File: src/rtl/completion_arbiter_pkg.sv
// completion_arbiter_pkg: shared completion entry type, source enumeration and default widths
package completion_arbiter_pkg;
  localparam int NUM_CPL_SRC = 3;
  localparam int CPL_IDX_W = 2;
  localparam int CPL_DATA_W = 32;
  typedef enum logic [1:0] {CPL_ALU, CPL_MUL, CPL_MEM} cpl_src_e;
  typedef struct packed {
    logic [CPL_IDX_W-1:0] rob_idx;
    logic [CPL_DATA_W-1:0] data;
    logic excp;
  } completion_t;
endpackage

File: src/rtl/completion_fifo.sv
// completion_fifo: per-source completion queue with synchronous flush and occupancy count
module completion_fifo
  import completion_arbiter_pkg::*;
#(
  parameter int DEPTH = 2,
  parameter type entry_t = completion_t
) (
  input  logic                     clk_i,
  input  logic                     rst_i,
  input  logic                     flush,
  input  logic                     push,
  input  logic                     pop,
  input  entry_t                   din,
  output entry_t                   head,
  output logic [$clog2(DEPTH):0]   count,
  output logic                     not_full
);
  localparam int PW = $clog2(DEPTH);
  localparam int CW = PW + 1;
  entry_t mem [DEPTH];
  logic [PW-1:0] rd_ptr, wr_ptr;
  assign head = mem[rd_ptr];
  assign not_full = count < CW'(DEPTH);
  // entry storage needs no reset; occupancy is defined by pointers and count alone
  always_ff @(posedge clk_i)
    if (push && !flush) mem[wr_ptr] <= din;
  // pointer and count bookkeeping; flush empties the queue and drops any same-cycle push/pop
  always_ff @(posedge clk_i or negedge rst_i)
    if (!rst_i) begin
      rd_ptr <= '0;
      wr_ptr <= '0;
      count <= '0;
    end else if (flush) begin
      rd_ptr <= '0;
      wr_ptr <= '0;
      count <= '0;
    end else begin
      if (push) wr_ptr <= wr_ptr + 1'b1;
      if (pop) rd_ptr <= rd_ptr + 1'b1;
      count <= count + CW'(push) - CW'(pop);
    end
endmodule

File: src/rtl/completion_arbiter.sv
// completion_arbiter: round-robin merge of per-unit completion queues onto the ROB port (COMPLETION_ARB_STATS_EN adds grant/stall counters)
module completion_arbiter
  import completion_arbiter_pkg::*;
#(
  parameter int NUM_SRC = NUM_CPL_SRC,
  parameter int FIFO_DEPTH = 2,
  parameter int ROB_ENTRY_WIDTH = CPL_IDX_W,
  parameter int DATA_WIDTH = CPL_DATA_W
) (
  input  logic                               clk_i,
  input  logic                               rst_i,
  input  logic                               flush_i,
  input  logic [NUM_SRC-1:0]                 src_valid_i,
  output logic [NUM_SRC-1:0]                 src_ready_o,
  input  logic [NUM_SRC*ROB_ENTRY_WIDTH-1:0] src_rob_idx_i,
  input  logic [NUM_SRC*DATA_WIDTH-1:0]      src_data_i,
  input  logic [NUM_SRC-1:0]                 src_excp_i,
  output logic                               complete_valid_o,
  output logic [ROB_ENTRY_WIDTH-1:0]         complete_idx_o,
  output logic [DATA_WIDTH-1:0]              complete_data_o,
  output logic                               complete_excp_o
`ifdef COMPLETION_ARB_STATS_EN
  ,
  output logic [NUM_SRC*32-1:0]              grant_cnt_o,
  output logic [NUM_SRC*32-1:0]              stall_cnt_o
`endif
);
  localparam int SW = (NUM_SRC > 1) ? $clog2(NUM_SRC) : 1;
  localparam int CW = $clog2(FIFO_DEPTH) + 1;
  typedef struct packed {
    logic [ROB_ENTRY_WIDTH-1:0] rob_idx;
    logic [DATA_WIDTH-1:0] data;
    logic excp;
  } entry_t;
  entry_t head [NUM_SRC];
  logic [CW-1:0] count [NUM_SRC];
  logic [NUM_SRC-1:0] not_full, push, pop, nonempty;
  logic [SW-1:0] rr_q, gnt_idx;
  logic gnt_vld, fire;
  assign src_ready_o = not_full & {NUM_SRC{!flush_i && rst_i}};
  assign push = src_valid_i & src_ready_o;
  assign fire = gnt_vld && !flush_i;
  for (genvar s = 0; s < NUM_SRC; s++) begin : g_src
    assign nonempty[s] = count[s] != '0;
    assign pop[s] = fire && gnt_idx == SW'(s);
    completion_fifo #(.DEPTH(FIFO_DEPTH), .entry_t(entry_t)) u_fifo (
      .clk_i(clk_i),
      .rst_i(rst_i),
      .flush(flush_i),
      .push(push[s]),
      .pop(pop[s]),
      .din({src_rob_idx_i[s*ROB_ENTRY_WIDTH +: ROB_ENTRY_WIDTH], src_data_i[s*DATA_WIDTH +: DATA_WIDTH], src_excp_i[s]}),
      .head(head[s]),
      .count(count[s]),
      .not_full(not_full[s])
    );
  end
  // round-robin search starting just after the last winner; lowest distance wins
  always_comb begin
    gnt_vld = 1'b0;
    gnt_idx = rr_q;
    for (int k = NUM_SRC; k >= 1; k--) begin
      if (nonempty[SW'((int'(rr_q) + k) % NUM_SRC)]) begin
        gnt_vld = 1'b1;
        gnt_idx = SW'((int'(rr_q) + k) % NUM_SRC);
      end
    end
  end
  // registered completion port and round-robin pointer; flush squashes the grant
  always_ff @(posedge clk_i or negedge rst_i)
    if (!rst_i) begin
      rr_q <= SW'(NUM_SRC - 1);
      complete_valid_o <= 1'b0;
      {complete_idx_o, complete_data_o, complete_excp_o} <= '0;
    end else begin
      complete_valid_o <= fire;
      {complete_idx_o, complete_data_o, complete_excp_o} <= fire ? head[gnt_idx] : '0;
      if (fire) rr_q <= gnt_idx;
    end
`ifdef COMPLETION_ARB_STATS_EN
  logic [31:0] grant_cnt [NUM_SRC];
  logic [31:0] stall_cnt [NUM_SRC];
  for (genvar s = 0; s < NUM_SRC; s++) begin : g_stat
    assign grant_cnt_o[s*32 +: 32] = grant_cnt[s];
    assign stall_cnt_o[s*32 +: 32] = stall_cnt[s];
    // per-source grant and stall tallies, cleared only by reset and wrapping freely
    always_ff @(posedge clk_i or negedge rst_i)
      if (!rst_i) begin
        grant_cnt[s] <= '0;
        stall_cnt[s] <= '0;
      end else begin
        grant_cnt[s] <= grant_cnt[s] + 32'(pop[s]);
        stall_cnt[s] <= stall_cnt[s] + 32'(src_valid_i[s] && !src_ready_o[s]);
      end
  end
`endif
endmodule

File: config.mk
export PLATFORM = sky130hd
export DESIGN_NAME = completion_arbiter
export DESIGN_NICKNAME = d
export VERILOG_FILES = /design/src/rtl/completion_arbiter_pkg.sv /design/src/rtl/completion_fifo.sv /design/src/rtl/completion_arbiter.sv
export SDC_FILE = /design/constraint.sdc
export NUM_CORES = 1
export LEC_CHECK = 0
export ABC_CLOCK_PERIOD_IN_PS = 3580
export CAP_MARGIN = 20
export CORE_MARGIN = 8
export CORE_UTILIZATION = 54
export DETAILED_ROUTE_END_ITERATION = 10
export PLACE_DENSITY_LB_ADDON = 0.2
export SETUP_SLACK_MARGIN = 0.05
export SKIP_CTS_REPAIR_TIMING = 1
export SLEW_MARGIN = 30
export SYNTH_ARGS = -nofsm -noshare
export SYNTH_HDL_FRONTEND = slang
export SYNTH_SLANG_ARGS = --single-unit
File: constraint.sdc
create_clock -name clk_i -period 3.58 [get_ports clk_i]
set_clock_uncertainty 0.15 [all_clocks]
set_input_delay 0.716 -clock clk_i [delete_from_list [all_inputs] [get_ports clk_i]]
set_output_delay 0.716 -clock clk_i [all_outputs]
set_load 0.05 [all_outputs]
======== Word-level counts from Yosys, hierarchy flattened ========
Memory sizes are Yosys's and may differ from the RTL's.
Cells that the tools add are included.
cells by class
  divide/modulo/power cells ............... 3
  eq/ne operators ......................... 2
  $lt $le $gt $ge ......................... 7
  reduce and logical (&&, ||, !) cells .... 19
  add/sub/neg operators ................... 15
  multiplexer cells ....................... 40
  bitwise operators ....................... 3
operators by type and width
  cell                   number
  $mux 35                3
  $mod 32x3->32 const B  3
  $bmux 35 s2            1
  $mux 1                 27
  $reduce_bool 2->1      9
  $lt 2x4->1 const B     3
  $mux 2                 6
  $logic_and 1x1->1      8
  $add 1x1->1 const B    6
  $add 2x1->2            3
  $add 2x2->3 const B    2
  $and 3x3->3            2
  $bmux 1 s2             3
  $lt 2x2->1 const B     3
  $sub 2x1->2            3
  $add 2x1->3 const B    1
  $ge 3x3->1 const B     1
  $not 2->3              1
  $eq 2x1->1 const B     1
  $eq 2x2->1 const B     1
  $logic_not 2->1        1
  $logic_not 1->1        1
storage, ports and cells
  memory bits (writable) .................. 210
  word-level logic and storage cells ...... 106
  memories kept ........................... 3
  bits in registers ....................... 50
memory list
  name                 depth  bits a word  rd ports  clocked after memory_dff  wr ports  line                   text
  g_src[0].u_fifo.mem  2      35           1         0                         1         completion_fifo.sv:20  entry_t mem [DEPTH];
  g_src[1].u_fifo.mem  2      35           1         0                         1         completion_fifo.sv:20
  g_src[2].u_fifo.mem  2      35           1         0                         1         completion_fifo.sv:20

======== Longest topological paths before layout ========
Gate-level depths: netlist of run 1.
  word-level depth ........................ 13
  depth in mapped cells ................... 15
  mapped depth without buffers ............ 13

======== Hierarchy ========
From an unflattened synthesis of run 1, not the netlist that was laid out.
unflattened totals
  cells, all modules ...................... 642
  area, all modules ....................... 10985.5 um^2
by module, submodules not included
  module              seq. area each (um^2)  area each (um^2)  cells an instance  times used
  completion_fifo     2202.1                 2882.8            127                3
  completion_arbiter  952.2                  2337.2            261                1

======== Worst setup path after synthesis of run 1 ========
Ideal clock, no wire load.
  kind .................................... input port to flip-flop
  start ................................... in flush_i
  end ..................................... mem g_src[0].u_fifo.mem[0][0] (netlist name) (enable)
  stages .................................. 4
  arrival time ............................ 3.460 ns
  buffers on the path ..................... 0
  library setup time ...................... 0.431 ns
  setup slack ............................. -0.461 ns
  cells stage by stage .................... nand2b_1 -> nor2_1 -> and2_1 -> nor2b_1
on the way
  longest elaborated chain between the ends .. 7
ends and longest elaborated chain
  what                          line                      text
  start, declared               completion_arbiter.sv:12  input logic flush_i,
  $logic_not 1->1               completion_arbiter.sv:40  assign src_ready_o = not_full & {NUM_SRC{!flush_i && rst_i}};
  $logic_and 1x1->1             completion_arbiter.sv:40
  $and 3x3->3                   completion_arbiter.sv:40
  named net src_ready_o[0]      completion_arbiter.sv:14  output logic [NUM_SRC-1:0] src_ready_o,
  $and 3x3->3                   completion_arbiter.sv:41  assign push = src_valid_i & src_ready_o;
  $logic_and 1x1->1             completion_fifo.sv:26     if (push && !flush) mem[wr_ptr] <= din;
  $mux 1                        completion_fifo.sv:26
  $mux 1 (implied by the code)  completion_fifo.sv:26
  end, declared                 completion_fifo.sv:20
The timed path passes the listed nets, and every way through them passes these cells.

======== Worst setup path after layout of run 1 ========
  start ................................... reg rr_q[0]
  end ..................................... reg g_src[0].u_fifo.count[1]
on the way
  longest elaborated chain between the ends .. 12
  elaborated cells on any way between the ends .. 26
  classes of those cells .................. add/sub: 4; div: 3; mux: 16; reduce/logical: 3
ends and longest elaborated chain
  what                                                  line                                                text
  start, declared                                       completion_arbiter.sv:38                            logic [SW-1:0] rr_q, gnt_idx;
  start signal, assigned                                completion_arbiter.sv:72                            rr_q <= SW'(NUM_SRC - 1);
  start signal, assigned                                completion_arbiter.sv:78                            if (fire) rr_q <= gnt_idx;
  $add 2x2->3                                           completion_arbiter.sv:63, completion_arbiter.sv:65
  $mod 32x3->32                                         completion_arbiter.sv:63, completion_arbiter.sv:65
  $bmux 1 s2                                            completion_arbiter.sv:63                            if (nonempty[SW'((int'(rr_q) + k) % NUM_SRC)]) begin
  $mux 1 (implied by the code) (2 in series)            completion_arbiter.sv:63
  $mux 2 or $mux 1 (tied branches) (3 in series)        completion_arbiter.sv:63
  $logic_not 2->1 or $logic_and 1x1->1 (tied branches)  completion_arbiter.sv:45, completion_arbiter.sv:42
  $logic_and 1x1->1 *                                   completion_arbiter.sv:45                            assign pop[s] = fire && gnt_idx == SW'(s);
  $sub 2x1->2 *                                         completion_fifo.sv:40                               count <= count + CW'(push) - CW'(pop);
  $mux 2 *                                              completion_fifo.sv:33                               end else if (flush) begin
  end signal, assigned                                  completion_fifo.sv:40
  end, declared                                         completion_fifo.sv:15                               output logic [$clog2(DEPTH):0] count,
Every way passes the cells marked *; elsewhere a longest branch is shown, timed or not. The select of a mux whose other input is x is not followed.
A chain may end at the register's enable or synchronous reset.

==> run_results.csv, run 1 <==
group,metric,value,unit
clocking,clock_latency,0.51,ns
logic_synthesis,ys_ff_latch,260,
clocking,cts_tree,"built",
logic_synthesis,yosys_warnings,0,
clocking,clk_pin_slew_worst_paths,0.06,ns
logic_synthesis,synth_cell_types,37,
power,power_switching,3.82,mW
placed_design,portBuffers,149,
global_route,antenna_found_initial,0,
setup_path,arrival,3.58,ns
logic_synthesis,synth-seq-area-share,75.5,%
power,pwr-share-seq,37.6,%
sta,fin_setup_tns,0,ns
power,swShare,37.3,%
setup_path,crit_top_cell,"ha_1",
setup_path,crit_family,"adder cells",
placed_design,hpwl,15500,um
sta,worst_pin_slew,0.907,ns
cells_and_area,nNetsFinal,887,
power,combPwrFrac,38.9,%
drt,drc_errors,0,
sta,relSlewSlack,39.5,%
setup_path,cp_max_fo,9,
floorplan,initial_core_util,54.3,%
global_route,grt_pass1_wl,36200,um
sta,hold_viol,0,
cells_and_area,final_common_cell,"edfxtp_1",
drt,vias_per_cell,5.76,
clocking,clk_path_buf_depth,3,
setup_path,required,3.82,ns
floorplan,core,18500,sq um
setup_path,cpPeakStageDelay,0.43,ns
sta,period_needed,3.33,ns
global_route,grt_usage,19.9,%
setup_path,crit_buf_inv,2,
sta,timing.final.crit_share,93.1,%
global_route,grt_pass1_vias,6318,
sta,rsz0062_at_grt,"false",
floorplan,ios,150,
status,status,"finished clean",
drt,drt_iter0_markers,395,
floorplan,die_y,152,um
logic_synthesis,syn_nets,725,
logic_synthesis,syn_avg_cell_area,16.6,sq um
floorplan,die_x,152,um
power,p_int,6.43,mW
clocking,cts_root_buffer,"clkbuf_16",
drt,vias,5870,
cells_and_area,drive_gt1_share,9.55,%
cells_and_area,diodes,0,
global_route,grt_max_degree,52,
cells_and_area,mostFrequentLayoutCells,"edfxtp_1, clkdlybuf4s50_1, nor2b_1, a211oi_1, dfrtp_1",
clocking,htree_levels,1,
sta,timing.final.ws_setup,0.248,ns
sta,finalSetupViolCount,0,
floorplan,dieArea,23200,sq um
floorplan,row_count,50,
placed_design,gp_congestion,0.798,
logic_synthesis,netlist_instances,605,
setup_path,worst_setup_path_end_kind,"flop",
drt,drt-pass1-iter-count,5,
setup_path,startpoint_type,"flop",
setup_path,crit_chain,"inv_1 -> ha_1 -> nor2b_1 -> o21ai_0 -> o211ai_1 -> o21a_1 -> nor2b_1 -> ha_1 -> inv_1 -> ha_1 -> xor2_1 -> xnor2_1 -> nor2_1",
clocking,clock-sinks,260,
cells_and_area,syn_to_final_growth,26.2,%
global_route,grt_overflow,0,
hold_path,hold_class,"in -> async",
sta,drv_slew,0,
power,leakagePower,4.32,nW
drt,wl_per_cell,22.8,um
flow_run,drv_cap,0,
power,p_per_area,811,nW/um^2
setup_path,worst-setup-path-type,"reg -> reg",
power,vdd_ir_drop_max,0.669,mV
drt,wl,23300,um
clocking,cts-buffers-inserted,25,
placed_design,place_ws,0.330,ns
logic_synthesis,synthesis.area,10000,sq um
sta,timing.fmax,300,MHz
power,clkPwrFrac,23.5,%
setup_path,cp_slowest_cell,"ha_1",
drt,ant_nets,0,
cells by family (layout without fill, tap and decap cells):
| logic type | Yosys count | after routing | share of synthesized area, % |
|---|---|---|---|
| AO/OA/AOI/OAI | 128 | 128 | 10.0 |
| AND/OR/NAND/NOR | 115 | 115 | 6.87 |
| XOR/XNOR | 10 | 10 | 0.874 |
| multiplexers | 37 | 37 | 3.70 |
| flip-flops | 260 | 260 | 75.5 |
| adder cells (fa/ha/maj) | 9 | 9 | 1.12 |
| buffers and inverters | 46 | 226 | 1.96 |
cell usage after synthesis:
cell type  count  area share [%]
a211oi_1      71             5.3
nor2b_1       79             4.9
dfstp_2        1            0.26
nand4_4        1            0.21
xnor2_1        6            0.52
nand3b_1       1           0.075
o21a_1         3            0.22
and3_1         5            0.31
o2bb2ai_1      1           0.087
or2_0          1           0.063
nor3_1         3            0.15
mux2i_1       37             3.7
nor2_1        15            0.56
buf_4          3            0.22
o21ai_1        1           0.050
edfxtp_1     210              63
clkbuf_1      28             1.0
o21ai_0        5            0.25
buf_6          1            0.11
buf_1          1           0.037
a21boi_0       1           0.075
and2_1         3            0.19
nand3_1        1           0.050
o32ai_1       35             3.1
a21oi_1        3            0.15
xor2_1         4            0.35
a31oi_2        1            0.12
inv_1          9            0.34
o211ai_1       1           0.075
ha_1           9             1.1
nand2b_1       4            0.25
a311oi_2       1            0.15
dfrtp_1       49              12
buf_2          4            0.20
a211o_1        4            0.35
a2bb2oi_1      1           0.087
nand2_1        2           0.075
cell type report:
class / instances / area [sq um]
flip-flops and latches: 260 / 7560
fillers: 1186 / 5810
multi-input cells: 299 / 2310
repair buffers: 172 / 1700
clock buffers: 36 / 667
well taps: 234 / 293
clock inverters: 9 / 70.1
inverters: 9 / 33.8
final timing paths:
check	start	slack, ns	cells past startpoint	end
worst min register to register	g_src[2].u_fifo.mem[0][9]	0.38	2	complete_data_o[8]
worst max register to register	rr_q[0]	0.25	13	g_src[0].u_fifo.count[1]
max in group asynchronous	rst_i	2.52	2	g_src[2].u_fifo.rd_ptr
min in group clk_i	g_src[2].u_fifo.mem[0][9]	0.38	2	complete_data_o[8]
worst max-delay path	rr_q[0]	0.25	13	g_src[0].u_fifo.count[1]
worst min-delay path	rst_i	0.24	2	complete_data_o[31]
state kept, by name, summed over array words and instances, names as in the netlist:
name                 cells
complete_data_o         32
complete_excp_o          1
complete_idx_o           2
complete_valid_o         1
g_src.u_fifo.count       6
g_src.u_fifo.mem       210
g_src.u_fifo.rd_ptr      3
g_src.u_fifo.wr_ptr      3
rr_q                     2
metal layers:
metal	track usage [%]	vias up	routed length [um]
met4	4.95	0	488
li1	-	2686	-
met1	26.4	2961	9890
met5	0	-	0
met3	3.77	35	1270
met2	33.6	188	11600
stage by stage:
step / cells / cell area, sq um / util [%] / power, mW / hold WS (ns)
2_1_floorplan: 605 / 10000 / - / 6.56 / 0.270
3_3_place_gp: 974 / 11900 / 64.5 / 7.73 / 0.365
3_5_place_dp: 974 / 11900 / 64.5 / 7.88 / 0.379
4_1_cts: 1019 / 12600 / 68.5 / 10.3 / 0.268
5_1_grt: 1019 / 12600 / 68.5 / 10.7 / 0.304
6_report: 1019 / 12600 / 68.5 / 10.3 / 0.239
power by group through the flow:
stage	combinational, mW	sequential, mW	clock, mW
after global placement	3.84	3.89	0
after CTS	4.00	3.85	2.44
after global routing	4.29	3.89	2.56
after detailed placement	3.97	3.91	0
final	3.99	3.85	2.41
after floorplan	2.45	4.12	0
Power figures use the tool's default switching activity.
==> run 2, diff against run 1 <==
PLACE_DENSITY = 0.91   (was not set)
PLACE_DENSITY_LB_ADDON = not set   (was 0.2)
==> run 2 against run 1 <==
Register-to-register slack worse by 0.04 ns. Highest routed layer unchanged. Worst hold slack worse by 0.021 ns. Cell area grew 1.6%. Count of clock-buffer cells in the layout shrank 1. Flip-flop and latch count stayed put. Core utilization grew 1.1 points.
==> run_results.csv, run 2 (same netlist as run 1, synthesis figures left out) <==
group,metric,value,unit
status,status,"finished clean",
drt,wl_per_cell,23.1,um
cells_and_area,register_area,7570,sq um
sta,timing.final.crit_share,94.1,%
setup_path,worst-r2r-setup-slack,0.21,ns
drt,drc_errors,0,
clocking,cts-buffers-inserted,26,
global_route,grt_pass1_wl,35700,um
drt,vias,5935,
setup_path,rr_startpoint,"rr_q[0]",
sta,period_needed,3.37,ns
power,vdd_ir_drop_max,0.581,mV
global_route,grt_pass1_vias,6367,
drt,drt-pass1-iter-count,4,
setup_path,r2r_end,"g_src[1].u_fifo.count[1]",
floorplan,initial_core_util,54.3,%
power,pwr-share-seq,36.0,%
cells_and_area,nNetsFinal,884,
cells_and_area,fillers,1179,
global_route,grt_max_degree,73,
sta,worst_pin_slew,0.794,ns
cells_and_area,largest_reg_flops,210,
power,combPwrFrac,36.1,%
sta,fin_setup_tns,0,ns
clocking,cts_root_buffer,"clkbuf_16",
setup_path,cp_max_fo,13,
floorplan,die_x,152,um
placed_design,gp_congestion,0.968,
floorplan,dieArea,23200,sq um
sta,timing.fmax,297,MHz
setup_path,worst-setup-path-type,"reg -> reg",
cells_and_area,syn_to_final_growth,28.2,%
sta,rsz0062_at_grt,"false",
setup_path,required,3.84,ns
drt,ant_nets,0,
clocking,clock-sinks,260,
setup_path,arrival,3.63,ns
sta,finalSetupViolCount,0,
floorplan,row_count,50,
clocking,htree_levels,1,
setup_path,worst-r2r-cell-count,12,
clocking,clock_latency,0.52,ns
power,power_switching,3.82,mW
floorplan,core,18500,sq um
sta,drv_slew,0,
power,clkPwrFrac,27.8,%
drt,drt_iter0_markers,436,
drt,wl,23500,um
hold_path,hold_class,"in -> async",
clocking,cts_tree,"built",
drt,vias_per_cell,5.83,
global_route,grt_usage,19.8,%
floorplan,die_y,152,um
cells_and_area,drive_gt1_share,10.3,%
global_route,antenna_found_initial,0,
placed_design,portBuffers,149,
sta,hold_viol,0,
clocking,clk_pin_slew_worst_paths,0.06,ns
power,p_per_area,836,nW/um^2
cells_and_area,final_common_cell,"edfxtp_1",
global_route,grt_overflow,0,
setup_path,crit_start,"rr_q[0]",
power,leakagePower,4.41,nW
cells_and_area,final_util,69.6,%
power,p_int,6.91,mW
cells_and_area,largest_register,"g_src.u_fifo.mem",
sta,relSlewSlack,47.1,%
setup_path,startpoint_type,"flop",
setup_path,worstSetupEndpoint,"g_src[1].u_fifo.count[1]",
setup_path,worst_setup_path_end_kind,"flop",
cells_and_area,diodes,0,
clocking,clk_path_buf_depth,3,
power,swShare,35.6,%
floorplan,ios,150,
flow_run,drv_cap,0,
cells_and_area,multi_input_area,2310,sq um
placed_design,hpwl,15000,um
cells_and_area,mostFrequentLayoutCells,"edfxtp_1, clkdlybuf4s50_1, nor2b_1, a211oi_1, dfrtp_1",
[run 2: cell count changes in the layout (fill, tap and decap cells not counted), sizes merged]
cell and delta:
buf -4, bufinv +5, clkbuf -1, clkinv -2
clkinvlp +1
[run 2: worst max-delay path, stage by stage, from the launching register on]
cell	delay, ns
dfrtp_1	0.42
inv_1	0.09
ha_1	0.46
nor2b_1	0.32
a2bb2oi_1	0.12
o21ai_0	0.37
o21a_2	0.40
nor2_1	0.13
ha_1	0.31
inv_1	0.05
ha_1	0.20
xnor2_1	0.18
nor2_1	0.05
[run 2: worst min-delay path by stage]
stage	from	end	slack (ns)	cells after the start
2_1_floorplan	rst_i	complete_data_o[0]	0.27	0
3_3_place_gp	g_src[2].u_fifo.mem[0][11]	complete_data_o[10]	0.36	2
3_5_place_dp	g_src[2].u_fifo.mem[0][11]	complete_data_o[10]	0.38	2
4_1_cts	rst_i	complete_data_o[29]	0.25	2
5_1_grt	rst_i	complete_data_o[30]	0.27	2
6_report	rst_i	complete_data_o[30]	0.22	2
[run 2: power groups by stage]
stage / logic (mW) / clock network [mW] / registers [mW]
after global routing: 4.15 / 3.14 / 3.90
final: 3.88 / 2.99 / 3.87
after CTS: 3.88 / 3.04 / 3.87
after global placement: 3.73 / 0 / 3.91
after floorplan: 2.45 / 0 / 4.12
after detailed placement: 3.86 / 0 / 3.92
[run 2: area by class of cell]
cell class	count	area share, %
sequential	260	58.9
multi-input combinational	299	18.0
timing repair buffer	168	13.0
clock buffer	35	5.65
tap	234	2.28
clock inverter	13	1.86
inverter	9	0.263
[run 2: routing by layer]
metal | track usage (%) | vias to the layer above | part of all wire [%]
met5 | 0 | - | 0
met1 | 23.3 | 2948 | 38
li1 | - | 2690 | -
met2 | 35.0 | 259 | 52
met4 | 6.04 | 0 | 2.1
met3 | 5.36 | 38 | 8.0
[run 2: metrics by stage]
stage          cells  cell area (sq um)  power [mW]  setup WS (ns)  hold slack, ns
4_1_cts         1018              12800        10.8          0.240           0.247
6_report        1018              12800        10.7          0.212           0.218
5_1_grt         1018              12800        11.2         0.0509           0.265
3_3_place_gp     970              11900        7.65          0.434           0.363
3_5_place_dp     970              11900        7.78          0.282           0.380
2_1_floorplan    605              10000        6.56          0.195           0.270
